$ cat src/rtl/uart_rx_buffered.sv
// 8N1 UART receiver with mid-bit sampling and a first-word-fall-through receive FIFO.
// Good bytes are pushed at the stop sample; overrun and framing errors are reported as single-cycle pulses.
module uart_rx_buffered #(
   parameter int CLK_FREQ   = 50000000,
   parameter int BAUD       = 9600,
   parameter int FIFO_DEPTH = 4
) (
   input  logic                          clk,
   input  logic                          rst,
   input  logic                          rxd,
   output logic [7:0]                    rx_data,
   output logic                          rx_valid,
   input  logic                          rx_ready,
   output logic                          rx_overrun,
   output logic                          rx_frame_err,
   output logic [$clog2(FIFO_DEPTH):0]   fifo_count,
   output logic [2:0]                    o_dbg_state
);

   localparam int DIV  = CLK_FREQ / BAUD;
   localparam int HALF = DIV / 2;
   localparam int CW   = $clog2(DIV);
   localparam int PW   = $clog2(FIFO_DEPTH);

   if (DIV < 4) begin : g_div_check
      $error("uart_rx_buffered: CLK_FREQ/BAUD must be at least 4");
   end
   if ((FIFO_DEPTH < 2) || ((FIFO_DEPTH & (FIFO_DEPTH - 1)) != 0)) begin : g_depth_check
      $error("uart_rx_buffered: FIFO_DEPTH must be a power of 2 and at least 2");
   end

   typedef enum logic [2:0] {
      IDLE      = 3'd0,
      START     = 3'd1,
      DATA      = 3'd2,
      STOP      = 3'd3,
      WAIT_HIGH = 3'd4
   } state_t;

   state_t          r_state;
   state_t          w_next;
   logic            r_sync1;
   logic            r_sync2;
   logic [CW-1:0]   r_cnt;
   logic [2:0]      r_idx;
   logic [7:0]      r_shift;
   logic [7:0]      r_mem [FIFO_DEPTH];
   logic [PW-1:0]   r_wptr;
   logic [PW-1:0]   r_rptr;
   logic [PW:0]     r_count;
   logic            r_overrun;
   logic            r_frame_err;

   logic            w_rxs;
   logic            w_tick;
   logic            w_full;
   logic            w_pop;
   logic            w_push;
   logic            w_drop;
   logic            w_ferr;

   assign w_rxs  = r_sync2;
   assign w_tick = (r_cnt == '0);
   assign w_full = (r_count == (PW+1)'(FIFO_DEPTH));
   assign w_pop  = rx_ready && (r_count != '0);

   always_ff @(posedge clk) begin
      if (rst) begin
         r_sync1 <= 1'b1;
         r_sync2 <= 1'b1;
      end else begin
         r_sync1 <= rxd;
         r_sync2 <= r_sync1;
      end
   end

   always_ff @(posedge clk) begin
      if (rst) begin
         r_state <= IDLE;
      end else begin
         r_state <= w_next;
      end
   end

   always_comb begin
      w_next = r_state;
      w_push = 1'b0;
      w_drop = 1'b0;
      w_ferr = 1'b0;
      case (r_state)
         IDLE: begin
            if (!w_rxs) w_next = START;
         end
         START: begin
            if (w_tick) w_next = w_rxs ? IDLE : DATA;
         end
         DATA: begin
            if (w_tick && (r_idx == 3'd7)) w_next = STOP;
         end
         STOP: begin
            if (w_tick) begin
               if (w_rxs) begin
                  // A pop in the same cycle frees a slot, so a full FIFO can still accept.
                  if (!w_full || w_pop) w_push = 1'b1;
                  else                  w_drop = 1'b1;
                  w_next = IDLE;
               end else begin
                  w_ferr = 1'b1;
                  w_next = WAIT_HIGH;
               end
            end
         end
         WAIT_HIGH: begin
            if (w_rxs) w_next = IDLE;
         end
         default: w_next = IDLE;
      endcase
   end

   always_ff @(posedge clk) begin
      if (rst) begin
         r_cnt   <= '0;
         r_idx   <= '0;
         r_shift <= '0;
      end else begin
         case (r_state)
            IDLE: begin
               if (!w_rxs) r_cnt <= CW'(HALF - 1);
            end
            START, DATA, STOP: begin
               r_cnt <= w_tick ? CW'(DIV - 1) : r_cnt - CW'(1);
            end
            default: ;
         endcase
         if ((r_state == START) && w_tick) r_idx <= '0;
         if ((r_state == DATA) && w_tick) begin
            r_shift[r_idx] <= w_rxs;
            r_idx          <= r_idx + 3'd1;
         end
      end
   end

   always_ff @(posedge clk) begin
      if (w_push) r_mem[r_wptr] <= r_shift;
   end

   always_ff @(posedge clk) begin
      if (rst) begin
         r_wptr      <= '0;
         r_rptr      <= '0;
         r_count     <= '0;
         r_overrun   <= 1'b0;
         r_frame_err <= 1'b0;
      end else begin
         if (w_push) r_wptr <= r_wptr + PW'(1);
         if (w_pop)  r_rptr <= r_rptr + PW'(1);
         case ({w_push, w_pop})
            2'b10:   r_count <= r_count + (PW+1)'(1);
            2'b01:   r_count <= r_count - (PW+1)'(1);
            default: r_count <= r_count;
         endcase
         r_overrun   <= w_drop;
         r_frame_err <= w_ferr;
      end
   end

   // Head byte is masked while empty so the output reads zero out of reset.
   assign rx_data      = (r_count != '0) ? r_mem[r_rptr] : 8'h00;
   assign rx_valid     = (r_count != '0);
   assign rx_overrun   = r_overrun;
   assign rx_frame_err = r_frame_err;
   assign fifo_count   = r_count;
   assign o_dbg_state  = r_state;

endmodule
$ cat config.mk
export PLATFORM = sky130hd
export DESIGN_NAME = uart_rx_buffered
export DESIGN_NICKNAME = d
export VERILOG_FILES = /design/src/rtl/uart_rx_buffered.sv
export SDC_FILE = /design/constraint.sdc
export NUM_CORES = 1
export LEC_CHECK = 0
export BUFFER_PORTS_ARGS = -buffer_cell sky130_fd_sc_hd__buf_2
export CAP_MARGIN = 20
export CORE_ASPECT_RATIO = 1.1
export CORE_MARGIN = 3
export CORE_UTILIZATION = 45
export DETAILED_ROUTE_END_ITERATION = 10
export GPL_ROUTABILITY_DRIVEN = 1
export HOLD_SLACK_MARGIN = 0.05
export PLACE_DENSITY = 0.69
export SYNTH_ARGS = -nofsm -noshare
export SYNTH_HDL_FRONTEND = slang
export SYNTH_SLANG_ARGS = --single-unit
$ cat constraint.sdc
create_clock -name clk -period 4 [get_ports clk]
set_input_delay 0.2 -clock clk [delete_from_list [all_inputs] [get_ports clk]]
set_output_delay 0.2 -clock clk [all_outputs]
set_load 0.05 [all_outputs]
==> summary.txt, run 1 <==
status: complete, no violations
synthesized area: 3280 um^2
WP data required: 4.27 ns
Die Area: 8340 um^2
drt total wl: 6.20 mm
largest net degree at the start of global routing: 38
Pleak: 0.00129 uW
pre-CTS setup slack: 1.34 ns
Fin. Hold Viols: 0
Worst-Skew Late Latency: 0.35 ns
Synth Area in Compound Gates: 0.117
# diodes: 0
grt total ovfl: 0
Die X: 87.3 um
Slew @ Worst Pin: 0.877 ns
wire length per cell after detailed routing: 15.8 um
largest family of logic cells by synthesized area: simple AND/OR/NAND/NOR gates
setup ws final: 1.29 ns
Vias/cell: 5.77
Global Route Usage Sum: 0.159
area grow syn2layout: 11.2%
WS Path Type: reg -> reg
# Post-CTS Setup Buffers: 0
Post-Synthesis Mean Instance Area: 11.5 um^2
Gate Count Post-Synth: 286
vias in the first global route: 2,160
antenna-violating nets left: 0
mux contribution to synthesized area: 0.0611
final slew viol count: 0
fin crit period: 2.71 ns
crit path DAT: 2.99 ns
antenna violations before repair: 0
critical path's slowest cell: nor4_1
CP Capture Type: flop
Worst path max stage delay: 0.77 ns
adder-cell share of the synthesized area: 0.0367
post-synth cell types: 54
crit-path most repeated cell: inv_1
met2 Use GR: 0.276
Layout Nets: 315
most frequent cells in the layout: 40 x dfxtp_1, 32 x edfxtp_1, 26 x a21oi_1, 20 x buf_2, 19 x nor2_1
CTS Buf Count: 9
sequential area share after synthesis: 0.538
DP HPWL: 4.32 mm
maximum vdd drop: 0.241 mV
Max-cap violations: 0
EDFF count, synth: 32
total power: 1570 uW
CTS Sinks: 72
total core area: 7050 um^2
DP Cell Count: 375
Max clock buf depth: 2
flops & latches, synth: 72
row cnt: 32
Hold WC Path Type: in -> reg
routed vias: 2,263
Rel. slew slack: 0.410
Root Buffer: clkbuf_8
crit path launch type: flop
first-pass GRT wire length: 10.2 mm
Post-Layout Cell Count: 392
sequential cell area: 1760 um^2
met1 usage: 0.187
Chip Height: 95.5 um
family with the most delay on the worst path: simple AND/OR/NAND/NOR gates
Final Setup Violations: 0
clock transition at the registers of the reported paths: 0.08 ns
area of the multi-input gates: 1410 um^2
Final period util: 0.679
post-synthesis xor/xnor area fraction: 0.0160
CTS tree: built
GRT busiest layer: met2
gpl congestion: 0.783
FFs w/ async S/R, synth: 0
simple logic cell fraction of the synthesized area: 0.197
CTS resizes: 0
# DRC: 0
CP Max Fanout: 6
Initial Util: 0.465
Clock Skew: 0.0117 ns
Post-synth top flop: dfxtp_1
fillcell total: 626
most common cell after layout, fill and taps aside: dfxtp_1
share of cells above drive strength 1: 0.189
post-synth net total: 299
Synth warnings: 0
power per cell area: 432 nW/um^2
port bufs: 20
crit-path cells: nor4_1 > nand3_1 > nor2_1 > inv_1 > ha_1 > inv_1 > fa_1 > xor2_1 > or3_1 > a21oi_1
RSZ-0062 raised after global routing: false
worst path bufs/invs: 2
met3 Use GR: 0.0311
Iter 0 DRT Violations: 164
setup TNS: 0 ns
highest clock rate: 0.368 GHz
DR pass1 iterations: 4
H-tree Lvls: 3
# IOs: 21
==> kinds of logic (layout without fill, tap and decap cells) <==
logic type,after synthesis,after routing
flip-flops,72,72
multiplexers,10,10
buffers and inverters,27,48
AO/OA/AOI/OAI,63,63
AND/OR/NAND/NOR,99,99
adder cells (fa/ha/maj),9,9
XOR/XNOR,6,6
==> per-stage QoR <==
step / utilization / cell area (um^2) / hold WS (ns)
4_1_cts: 0.517 / 3640 / 0.204
2_1_floorplan: - / 3280 / 0.304
3_3_place_gp: 0.486 / 3420 / 0.390
3_5_place_dp: 0.486 / 3420 / 0.390
5_1_grt: 0.517 / 3640 / 0.256
6_report: 0.517 / 3640 / 0.218
==> synthesized netlist by cell type, types with 2 or more instances <==
| library cell | instances | share of area |
|---|---|---|
| nand3_1 | 8 | 0.012 |
| nor3_1 | 5 | 0.0076 |
| inv_1 | 10 | 0.011 |
| nand4b_1 | 7 | 0.019 |
| nor4_1 | 2 | 0.0038 |
| or3_1 | 2 | 0.0038 |
| nand2b_1 | 3 | 0.0057 |
| nor4b_1 | 3 | 0.0080 |
| or2_2 | 3 | 0.0057 |
| ha_1 | 8 | 0.031 |
| xnor2_1 | 2 | 0.0053 |
| nand2_1 | 5 | 0.0057 |
| nand4_1 | 11 | 0.021 |
| and3_1 | 4 | 0.0076 |
| a221oi_1 | 2 | 0.0053 |
| nor2_1 | 19 | 0.022 |
| buf_1 | 3 | 0.0034 |
| o31ai_1 | 3 | 0.0069 |
| edfxtp_1 | 32 | 0.29 |
| a31oi_1 | 3 | 0.0057 |
| nor3_4 | 2 | 0.0099 |
| mux2i_1 | 2 | 0.0061 |
| o211a_1 | 2 | 0.0061 |
| o21ai_0 | 18 | 0.028 |
| clkbuf_1 | 11 | 0.013 |
| xor2_1 | 4 | 0.011 |
| or4_4 | 2 | 0.0069 |
| mux4_2 | 8 | 0.055 |
| a32o_1 | 2 | 0.0061 |
| and2_1 | 10 | 0.019 |
| dfxtp_1 | 40 | 0.24 |
| nor2b_1 | 3 | 0.0057 |
| a21oi_1 | 26 | 0.040 |
==> final cells by class <==
cell class,count,share of cell area
Multi-Input combinational cell,187,0.387
Tap cell,85,0.0292
Timing Repair Buffer,22,0.0323
Clock buffer,10,0.0350
Clock inverter,6,0.0230
Sequential cell,72,0.484
Inverter,10,0.0103
==> worst register-to-register path: cells and delay by family, from the launching register on <==
kind	cells	cell delay [ns]
buffers and inverters	2	0.13
and+or+nand+nor	4	1.59
adders and majority gates	2	0.37
AOI/OAI and AO/OA	1	0.13
DFF	1	0.34
xor gates and xnor gates	1	0.07
==> where the power goes <==
part           leakage, uW  internal (uW)  switching (uW)
Sequential        0.000621            773            18.9
Clock             0.000102            349             266
Combinational     0.000567           62.0             105
==> path summary, 6_finish.rpt <==
| kind | from | to | slack (ns) | cells after the start |
|---|---|---|---|---|
| max | r_cnt[12] | fifo_count[2] | 1.29 | 10 |
| min | rx_ready | rx_overrun | 0.22 | 3 |
| max reg2reg | r_cnt[12] | fifo_count[2] | 1.29 | 10 |
| min reg2reg | r_sync1 | r_sync2 | 0.41 | 1 |
==> per-layer routing <==
metal  wire length, um  vias to the layer above
met5                 0                        -
met4               133                        0
met3               143                       11
met2              3180                       30
met1              2740                     1106
li1                  -                     1116
==> what timing repair did <==
| action | 4_1_cts | 5_1_grt |
|---|---|---|
| endpoints found under the hold margin | 1 | 0 |
| endpoints found under the setup margin | 0 | 0 |
| hold buffers | 1 | 0 |
==> flip-flops by register name (all words and copies together) (netlist names), 2 cells and up, named ones only <==
signal	cells
r_cnt	13
r_wptr	2
o_dbg_state	3
r_rptr	2
r_mem	32
fifo_count	3
r_shift	8
r_idx	3
Power figures use the tool's default switching activity.
==> inputs of run 2 (changes only) <==
Settings changed: ABC_AREA from default to 1.
Clock period 4 ns to 2.8 ns, I/O delays scaled along.
==> run 2 against run 1 <==
  * Wire length increased by 2.8%
  * Core utilization increased by 1.2 points
  * Global-route usage increased by 0.079 points
  * Area after synthesis increased by 3.4%
  * Largest cell class unchanged
  * Fmax increased by 16%
  * Setup slack got worse by 0.83 ns
  * Worst hold slack got worse by 0.060 ns
  * Final area increased by 4.2%
  * Total power increased by 130%
==> summary.txt, run 2 <==
share of cells above drive strength 1: 0.162
Die Area: 8600 um^2
CTS Sinks: 72
most common cell after layout, fill and taps aside: nor2_1
most frequent cells in the layout: 77 x nor2_1, 64 x nand2_1, 42 x a21oi_1, 40 x dfxtp_1, 36 x inv_1
Post-Layout Cell Count: 516
CP Max Fanout: 7
Die X: 88.7 um
final slew viol count: 0
fin crit period: 2.35 ns
Slew @ Worst Pin: 0.650 ns
EDFF count, synth: 32
DP Cell Count: 499
port bufs: 20
crit path launch type: flop
wire length per cell after detailed routing: 12.4 um
Final period util: 0.839
vias in the first global route: 2,249
DP HPWL: 4.44 mm
Worst-Skew Late Latency: 0.35 ns
Chip Height: 97.0 um
# DRC: 0
grt total ovfl: 0
row cnt: 32
Initial Util: 0.473
worst hold margin: 0.158 ns
Synth warnings: 0
area grow syn2layout: 12.0%
Vias/cell: 5.00
Post-synth top flop: dfxtp_1
Post-Synthesis Mean Instance Area: 8.45 um^2
Final Setup Violations: 0
flops & latches, synth: 72
crit path DAT: 2.63 ns
biggest area consumer among synthesized cells: edfxtp_1
FFs w/ async S/R, synth: 0
drt total wl: 6.37 mm
power per cell area: 935 nW/um^2
Layout Nets: 439
antenna violations before repair: 0
CTS Buf Count: 9
max reg flops: 32
DR pass1 iterations: 4
Global Route Usage Sum: 0.160
highest clock rate: 0.426 GHz
largest registers: r_mem (32), r_cnt (13), r_shift (8)
count leader, synth: nor2_1
H-tree Lvls: 3
largest net degree at the start of global routing: 28
Hold WC Path Type: in -> reg
CTS tree: built
post-synth net total: 414
first-pass GRT wire length: 10.7 mm
WP data required: 3.09 ns
Rel. slew slack: 0.566
WS Path Type: reg -> reg
Root Buffer: clkbuf_8
post-synth cell types: 31
Max clock buf depth: 2
area fraction of the dominant cell type after synthesis: 0.284
RSZ-0062 raised after global routing: false
# Post-CTS Setup Buffers: 0
CP Capture Type: flop
Fin. Hold Viols: 0
Clock Skew: 0.00837 ns
routed vias: 2,581
clock transition at the registers of the reported paths: 0.08 ns
gpl congestion: 0.814
Largest Register: r_mem
# IOs: 21
total core area: 7170 um^2
Max-cap violations: 0
antenna-violating nets left: 0
Iter 0 DRT Violations: 139
fin util: 0.530
top cells by area, synth: edfxtp_1 28%, dfxtp_1 24%, nor2_1 8.5%
Pleak: 0.00155 uW
# diodes: 0
sequential area share after synthesis: 0.520
synthesized area: 3390 um^2
Gate Count Post-Synth: 401
CTS resizes: 0
status: complete, no violations
total power: 3550 uW
most common library cells after synthesis: 77 x nor2_1, 64 x nand2_1, 42 x a21oi_1
CTS Hold Buffers Added: 1
maximum vdd drop: 0.579 mV
setup TNS: 0 ns
run 2: cell types whose count changed after synthesis, moves of 5 or more:
cell and delta:
nand4b_1 -7, nor2_2 +10, a21oi_1 +16, inv_2 +5, nand3_1 +7, clkbuf_1 -5, mux4_2 -8, nor2_1 +58
o21ai_0 +10, nand2_1 +59, and2_1 -10, inv_1 +26, nand4_1 -7
run 2: cells by family after synthesis:
logic type / share of synthesized area
adders and majority gates: 0.0355
buffers and inverters: 0.0646
DFF: 0.520
and+or+nand+nor: 0.252
AOI/OAI and AO/OA: 0.112
xor gates and xnor gates: 0.0155
run 2: where the power goes:
part           switching, uW  internal, uW  leakage [uW]  total (uW)
clock network            400           503      0.000110         903
registers                127          1200      0.000622        1320
logic                    888           436      0.000818        1320
run 2: per-stage QoR:
step / setup slack, ns / instance area, um^2
floorplan: 0.446 / 3390
global placement: 0.550 / 3570
detailed placement: 0.474 / 3570
CTS: 0.440 / 3790
global route: 0.235 / 3790
finish: 0.451 / 3790
run 2: worst paths after layout:
check / startpoint / end / slack [ns] / cells past startpoint
max reg2reg: r_cnt[0] / fifo_count[1] / 0.45 / 13
min reg2reg: r_sync1 / r_sync2 / 0.42 / 1
min: rx_ready / rx_overrun / 0.16 / 4
max: r_cnt[0] / fifo_count[1] / 0.45 / 13
run 2: cell type report:
cell class / instances / area [um^2]
Fill cell: 660 / 3370
Sequential cell: 72 / 1760
Multi-Input combinational cell: 276 / 1410
Inverter: 41 / 154
Timing Repair Buffer: 26 / 148
Clock buffer: 9 / 124
Tap cell: 85 / 106
Clock inverter: 7 / 95.1
run 2: per-layer routing:
metal | track usage | vias to the layer above | routed length [um]
li1 | - | 1365 | -
met3 | 0.0358 | 9 | 222
met1 | 0.206 | 1163 | 3110
met4 | 0.0767 | 0 | 86
met5 | 0 | - | 0
met2 | 0.250 | 44 | 2960
run 2: worst max-delay path, stage by stage (launching register included):
cell and delay (ns):
dfxtp_1 0.30, inv_1 0.10, ha_1 0.27, inv_1 0.08, nor2_1 0.20, nand4_2 0.18, nor2_2 0.16, inv_2 0.08
ha_1 0.18, inv_1 0.09, fa_1 0.42, nor2_1 0.10, a21oi_1 0.04, nor2_1 0.07
==> inputs of run 3 (changes only) <==
Clock period 2.8 ns to 2.4 ns, I/O delays scaled along.
==> run 3 against run 2 <==
  * Sequential power rose by 17%
  * Combinational power rose by 19%
  * Critical path type unchanged
  * Clock skew rose by 0.0030 ns
  * Sequential cell count did not move
  * Via count rose by 2.2%
  * Largest power group is now combinational cells
  * Critical path depth did not move
  * Highest routed layer unchanged
  * Global-route usage rose by 0.54 points
==> summary.txt, run 3 (synthesis gave the netlist of run 2 again) <==
status: complete, no violations
Rel. slew slack: 0.568
WS Path Type: reg -> reg
crit path launch type: flop
total core area: 7170 um^2
Global Route Usage Sum: 0.165
Hold WC Path Type: in -> reg
met3 Use GR: 0.0451
CTS resizes: 0
first-pass GRT wire length: 11.1 mm
Layout Nets: 442
routed vias: 2,638
max reg flops: 32
sequential cell area: 1760 um^2
most common cell after layout, fill and taps aside: nor2_1
antenna-violating nets left: 0
row cnt: 32
crit path DAT: 2.49 ns
met1 usage: 0.207
WP data required: 2.68 ns
Root Buffer: clkbuf_8
maximum vdd drop: 0.848 mV
Pleak: 0.00158 uW
CP Capture Type: flop
H-tree Lvls: 3
r2r endpoint: fifo_count[1]
vias in the first global route: 2,442
Largest Register: r_mem
area of the multi-input gates: 1410 um^2
Final Setup Violations: 0
Initial Util: 0.473
Die X: 88.7 um
R2R setup slack: 0.19 ns
port bufs: 20
largest net degree at the start of global routing: 28
share of cells above drive strength 1: 0.168
CP Max Fanout: 7
Post-Layout Cell Count: 519
Worst-Skew Late Latency: 0.34 ns
RSZ-0062 raised after global routing: false
DR pass1 iterations: 4
antenna violations before repair: 0
# DRC: 0
Fin. Hold Viols: 0
area grow syn2layout: 13.6%
GRT busiest layer: met2
# diodes: 0
Final period util: 0.921
DP Cell Count: 502
Die Area: 8600 um^2
gpl congestion: 0.834
worst reg2reg startpoint: r_cnt[0]
CTS Sinks: 72
hold path cells: 4
most frequent cells in the layout: 77 x nor2_1, 64 x nand2_1, 42 x a21oi_1, 40 x dfxtp_1, 36 x inv_1
clock transition at the registers of the reported paths: 0.08 ns
final slew viol count: 0
CTS tree: built
r2r worst-path depth: 13
Min-Delay Startpoint: rx_ready
Vias/cell: 5.08
wire length per cell after detailed routing: 12.6 um
highest clock rate: 0.453 GHz
fillcell total: 660
DP HPWL: 4.50 mm
Clock Skew: 0.0114 ns
fin crit period: 2.21 ns
grt total ovfl: 0
met2 Use GR: 0.265
setup TNS: 0 ns
Chip Height: 97.0 um
power per cell area: 1120 nW/um^2
drt total wl: 6.55 mm
worst hold endpoint: rx_overrun
Iter 0 DRT Violations: 123
CTS Buf Count: 9
Slew @ Worst Pin: 0.648 ns
Max clock buf depth: 2
# IOs: 21
largest registers: r_mem (32), r_cnt (13), r_shift (8)
Max-cap violations: 0
# Post-CTS Setup Buffers: 0
-- run 3: how the worst max path moves through the flow --
| stage | to | start | slack, ns |
|---|---|---|---|
| 3_3_place_gp | fifo_count[1] | r_cnt[0] | 0.26 |
| 3_5_place_dp | fifo_count[2] | r_cnt[0] | 0.19 |
| 6_report | fifo_count[1] | r_cnt[0] | 0.19 |
| 5_1_grt | fifo_count[1] | r_cnt[0] | 0.01 |
| 2_1_floorplan | fifo_count[1] | o_dbg_state[1] | 0.05 |
| 4_1_cts | fifo_count[1] | r_cnt[0] | 0.19 |
-- run 3: final cells by class --
type                       instances  area share
sequential                        72       0.458
multi-input combinational        276       0.366
timing repair buffer              29      0.0442
inverter                          41      0.0400
clock inverter                     7      0.0325
clock buffer                       9      0.0322
tap                               85      0.0276
-- run 3: report_power, final --
group | switching (uW) | internal, uW | total, uW
sequential | 142 | 1390 | 1540
combinational | 1040 | 525 | 1570
clock | 486 | 703 | 1190
total | 1670 | 2620 | 4290
-- run 3: timing repair --
| item | in CTS | in global routing |
|---|---|---|
| hold endpoints to repair | 1 | 0 |
| hold buffers | 1 | 0 |
| endpoints found under the setup margin | 0 | 0 |
-- run 3: layer usage --
metal	vias up	routed length (um)
li1	1370	-
met1	1209	3080
met2	49	3120
met3	10	201
met4	0	143
met5	-	0
-- run 3: stage by stage --
stage | total power [uW] | instance area, um^2 | hold WS (ns) | util | worst slack (ns)
detailed placement | 3130 | 3590 | 0.322 | 0.501 | 0.194
CTS | 4310 | 3850 | 0.169 | 0.537 | 0.186
finish | 4290 | 3850 | 0.168 | 0.537 | 0.190
global placement | 3100 | 3590 | 0.323 | 0.501 | 0.259
floorplan | 2840 | 3390 | 0.224 | - | 0.0457
global route | 4600 | 3850 | 0.168 | 0.537 | 0.0117
-- run 3: critical path, stage by stage (launching register included) --
cell and delay (ns):
dfxtp_1 0.30, inv_1 0.09, ha_1 0.18, inv_1 0.06
nor2_1 0.20, nand4_2 0.19, nor2_2 0.16, inv_2 0.09
ha_1 0.18, inv_1 0.09, fa_1 0.41, nor2_1 0.10
a21oi_1 0.05, nor2_1 0.07
